**config.mk**
```make
export PLATFORM = sky130hd
export DESIGN_NAME = priority_enc_flat
export DESIGN_NICKNAME = d
export VERILOG_FILES = /design/src/rtl/priority_enc_if.sv /design/src/rtl/priority_enc.sv /design/src/flat_wrapper.sv
export SDC_FILE = /design/constraint.sdc
export NUM_CORES = 1
export LEC_CHECK = 0
export CAP_MARGIN = 20
export CORE_MARGIN = 2
export CORE_UTILIZATION = 43
export DETAILED_ROUTE_END_ITERATION = 8
export PLACE_DENSITY = 0.8
export SETUP_SLACK_MARGIN = 0.15
export SYNTH_ARGS = -nofsm -noshare
export SYNTH_HDL_FRONTEND = slang
export SYNTH_SLANG_ARGS = --single-unit
```
**constraint.sdc**
```tcl
create_clock -name clk -period 1.1 [get_ports clk]
set_input_delay 0.22 -clock clk [delete_from_list [all_inputs] [get_ports clk]]
set_output_delay 0.22 -clock clk [all_outputs]
set_load 0.05 [all_outputs]
```
**src/rtl/priority_enc_if.sv**
```systemverilog
// rtl/priority_enc_if.sv - request/result bundle for priority_enc; mask signal present only with PRIORITYENC_MASK_EN.
interface priority_enc_if #(
  parameter int WIDTH = 8,
  parameter int OUT_W = $clog2(WIDTH)
);
  logic             en;
  logic [WIDTH-1:0] in;
`ifdef PRIORITYENC_MASK_EN
  logic [WIDTH-1:0] mask;
`endif
  logic [OUT_W-1:0] out;
  logic [WIDTH-1:0] onehot;
  logic             valid;

`ifdef PRIORITYENC_MASK_EN
  modport master (output en, in, mask, input out, onehot, valid);
  modport slave  (input en, in, mask, output out, onehot, valid);
`else
  modport master (output en, in, input out, onehot, valid);
  modport slave  (input en, in, output out, onehot, valid);
`endif
endinterface

```
**src/rtl/priority_enc.sv**
```systemverilog
// rtl/priority_enc.sv - registered highest-index-wins priority encoder; optional request mask via PRIORITYENC_MASK_EN.
module priority_enc #(
  parameter int WIDTH = 8,
  parameter int OUT_W = $clog2(WIDTH)
) (
  input  logic           clk,
  input  logic           rst,
  priority_enc_if.slave  bus
);

  logic [WIDTH-1:0] eff;
  logic [OUT_W-1:0] win_idx;

  logic [OUT_W-1:0] out_d, out_q;
  logic [WIDTH-1:0] onehot_d, onehot_q;
  logic             valid_d, valid_q;

`ifdef PRIORITYENC_MASK_EN
  assign eff = bus.in & bus.mask;
`else
  assign eff = bus.in;
`endif

  // Ascending scan: the last set bit seen is the highest, so it overrides lower ones.
  // The index only ever takes values 0..WIDTH-1, even for non-power-of-two widths.
  always_comb begin
    win_idx = '0;
    for (int i = 0; i < WIDTH; i++) begin
      if (eff[i]) begin
        win_idx = OUT_W'(i);
      end
    end
  end

  always_comb begin
    valid_d  = |eff;
    out_d    = win_idx;
    onehot_d = valid_d ? (WIDTH'(1) << win_idx) : '0;
  end

  always_ff @(posedge clk or posedge rst) begin
    if (rst) begin
      out_q    <= '0;
      onehot_q <= '0;
      valid_q  <= 1'b0;
    end else if (bus.en) begin
      out_q    <= out_d;
      onehot_q <= onehot_d;
      valid_q  <= valid_d;
    end
  end

  assign bus.out    = out_q;
  assign bus.onehot = onehot_q;
  assign bus.valid  = valid_q;

endmodule

```
**src/flat_wrapper.sv**
```systemverilog
// flat-port wrapper written by rule: the top's interface ports become plain ports
module priority_enc_flat 
#(
  parameter int WIDTH = 8,
  parameter int OUT_W = $clog2(WIDTH)
)
  (clk, rst, bus_en, bus_in, bus_out, bus_onehot, bus_valid);
  priority_enc_if #(.WIDTH(WIDTH), .OUT_W(OUT_W)) bus_i ();
  input  logic clk;
  input  logic rst;
  input wire logic [$bits(bus_i.en)-1:0] bus_en;
  input wire logic [$bits(bus_i.in)-1:0] bus_in;
  output wire logic [$bits(bus_i.out)-1:0] bus_out;
  output wire logic [$bits(bus_i.onehot)-1:0] bus_onehot;
  output wire logic [$bits(bus_i.valid)-1:0] bus_valid;
  assign bus_i.en = bus_en;
  assign bus_i.in = bus_in;
  assign bus_out = bus_i.out;
  assign bus_onehot = bus_i.onehot;
  assign bus_valid = bus_i.valid;
  priority_enc #(.WIDTH(WIDTH), .OUT_W(OUT_W)) u_core (.clk(clk), .rst(rst), .bus(bus_i));
endmodule
```
==> metrics <==
drt via density=5.07; Post-Synth Simple-Gate Area=16.0%; Compound-Gate Fraction of Synth Area=20.3%; area leader, netlist=dfrtp_1; syn nets=69; DRT iter0 DRCs=8; design area=1070 sq um; setup repair after global routing missed its margin=true; chip height=40.1 um; clock sinks=12; Die ar.=1610 sq um; Slew @ Worst Pin=276 ps; Final ANT Viol Nets=0; share of the synthesized area in the top cell type=53.5%; Ys Warns=0; critical path's largest stage delay=420 ps; Setup crit start kind=register; Ports=23; CORE AREA=1250 sq um; Antenna diodes=0; VDD IR max=0.817 mV; total chip power=0.00117 W; number of H-tree levels=1; # port buffers=22; Arrival @ worst endpoint=870 ps; DR DRC count=0; Final Non-Filler Cells=112; initial antenna violation count=0; DRT Wirelength=1580 um; Die W=40.1 um; synthesized area=562 sq um; Pre-antenna DRT Iters=4; GP Congestion=0.836; Critical-path top delay cell=dfrtp_1; GR Util All Layers=23.5%; largest net degree at the start of global routing=19; setup TNS=0 ps; main combinational cell family by area after synthesis=compound AO/OA/AOI/OAI gates; Starting Density=44.9%; worst hold path type=input port to async pin; Filler cells=61; Clock Path Buffers=2; outcome=complete, no violations; clock skew=0 ps; first-pass GRT wire length=2450 um; xor/xnor share of the synthesized area=0%; Final Cycle Share=98.8%; Max-slew headroom=81.4%; Final setup viols=0; vias in the first global route=574; Setup Crit Path Kind=register to primary output; Leakage Power=0.489 nW; Synth area leaders=dfrtp_1 53%, inv_1 6.7%, o22ai_1 5.6%; share of cells above drive strength 1=51.5%; drt wl/cell=14.1 um; CP bufs+invs=1; Area growth, synth to finish=90.4%; Worst Setup End Kind=primary output; Seq cells post-synth=12; fin crit period=1090 ps; CP required=880 ps; Achievable Freq=921 MHz; Max-Cap Viols=0; critical path, cell by cell=buf_12; HPWL after DPL=1050 um; Largest delay share family, worst path=flip-flops; Final Net Count=109; CTS Buf Count=3; TritonCTS clock tree=built; via count=568; placed cell count=102; critical path peak fanout=2; row cnt=13; area post-placement=983 sq um; Worst-path clk slew=80 ps; GRT Residual Overflow=0; post-synthesis mux area share=2.00%; final hold viol count=0; Clk Latency, worst-skew pair=280 ps; sequential share of the synthesized area=53.5%; clock root cell=clkbuf_4; pwr/cell area=1090 nW/um^2; Syn Area/Cell=9.69 sq um; Post-Syn Instances=58; post-synthesis adder-cell area fraction=0%; distinct cell type count after synthesis=20; Final Max Tran Viols=0
## report_power, final
part | switching [W] | internal (W)
clock network | 0.000161 | 0.000202
registers | 0.0000219 | 0.000462
logic | 0.000160 | 0.000160
total | 0.000343 | 0.000823
## metrics by stage
step	hold WS (ps)	setup slack (ps)	utilization (%)
floorplan	84.6	-48.9	-
global placement	409	-539	78.5
CTS	120	10.2	82.7
finish	111	13.7	85.4
detailed placement	427	-582	78.5
global route	138	-5.23	85.4
## what timing repair did
action	in CTS	in global routing
pin swaps	5	7
hold buffers	0	0
hold endpoints to repair	0	0
buffers inserted	5	1
endpoints found under the setup margin	23	19
gates resized for setup	30	13
## registers in the layout (all words and copies together), names as in the netlist
| signal | count |
|---|---|
| u_core.bus.out | 3 |
| u_core.bus.valid | 1 |
| u_core.bus.onehot | 8 |
## cells in the final DEF, fill, tap and decap left out, types with 2 or more instances in the layout
| cell type | n |
|---|---|
| buf_4 | 16 |
| buf_12 | 12 |
| dfrtp_1 | 11 |
| inv_1 | 10 |
| nor2_1 | 5 |
| o22ai_1 | 4 |
| a21oi_1 | 3 |
| nand2_1 | 3 |
| o21ai_0 | 3 |
| clkbuf_4 | 3 |
| nor2_4 | 2 |
| nand3_1 | 2 |
| clkbuf_2 | 2 |
| buf_2 | 2 |
| buf_6 | 2 |
## cell usage after synthesis
library cell,number
inv_1,10
mux2_2,1
o22ai_1,5
a21oi_1,3
a211o_1,1
buf_1,1
and3_2,1
o41ai_2,1
o32ai_2,1
nand3_1,2
o21ai_0,4
nor2_1,7
and2_1,1
a31oi_1,1
nand2_1,3
nand2b_1,1
nor2_4,1
or4_4,1
buf_2,1
dfrtp_1,12
## layer usage
layer / global-route usage, % / up-vias / part of all wire [%]
met5: 0 / - / 0
met4: 10.3 / 0 / 1.6
met3: 3.89 / 3 / 5.1
met2: 41.9 / 23 / 54
met1: 27.1 / 268 / 39
li1: - / 274 / -
## final cells by class
| type | count | area [sq um] | share of cell area [%] |
|---|---|---|---|
| tap | 15 | 18.8 | 1.75 |
| multi-input combinational | 34 | 239 | 22.3 |
| clock buffer | 4 | 36.3 | 3.39 |
| sequential | 12 | 302 | 28.2 |
| timing repair buffer | 37 | 437 | 40.8 |
| inverter | 10 | 37.5 | 3.51 |
## worst paths after layout
kind | start | end | slack (ps) | cells past startpoint
min in group clk | bus_en | u_core.bus.valid | 210 | 3
hold / removal | rst | u_core.bus.onehot[6] | 110 | 2
setup / recovery | u_core.bus.out[1] | bus_out[1] | 10 | 1
max in group asynchronous | rst | u_core.bus.out[2] | 640 | 3
hold reg to reg | u_core.bus.onehot[5] | u_core.bus.onehot[5] | 560 | 2
setup reg to reg | u_core.bus.out[1] | u_core.bus.out[1] | 250 | 3
## kinds of logic (layout without fill, tap and decap cells)
logic type      Yosys count  in the layout
compound gates           16             16
mux                       1              1
flops                    12             12
buf+inv                  12             51
simple gates             17             17
No activity file was read; power rests on OpenSTA's default activity.
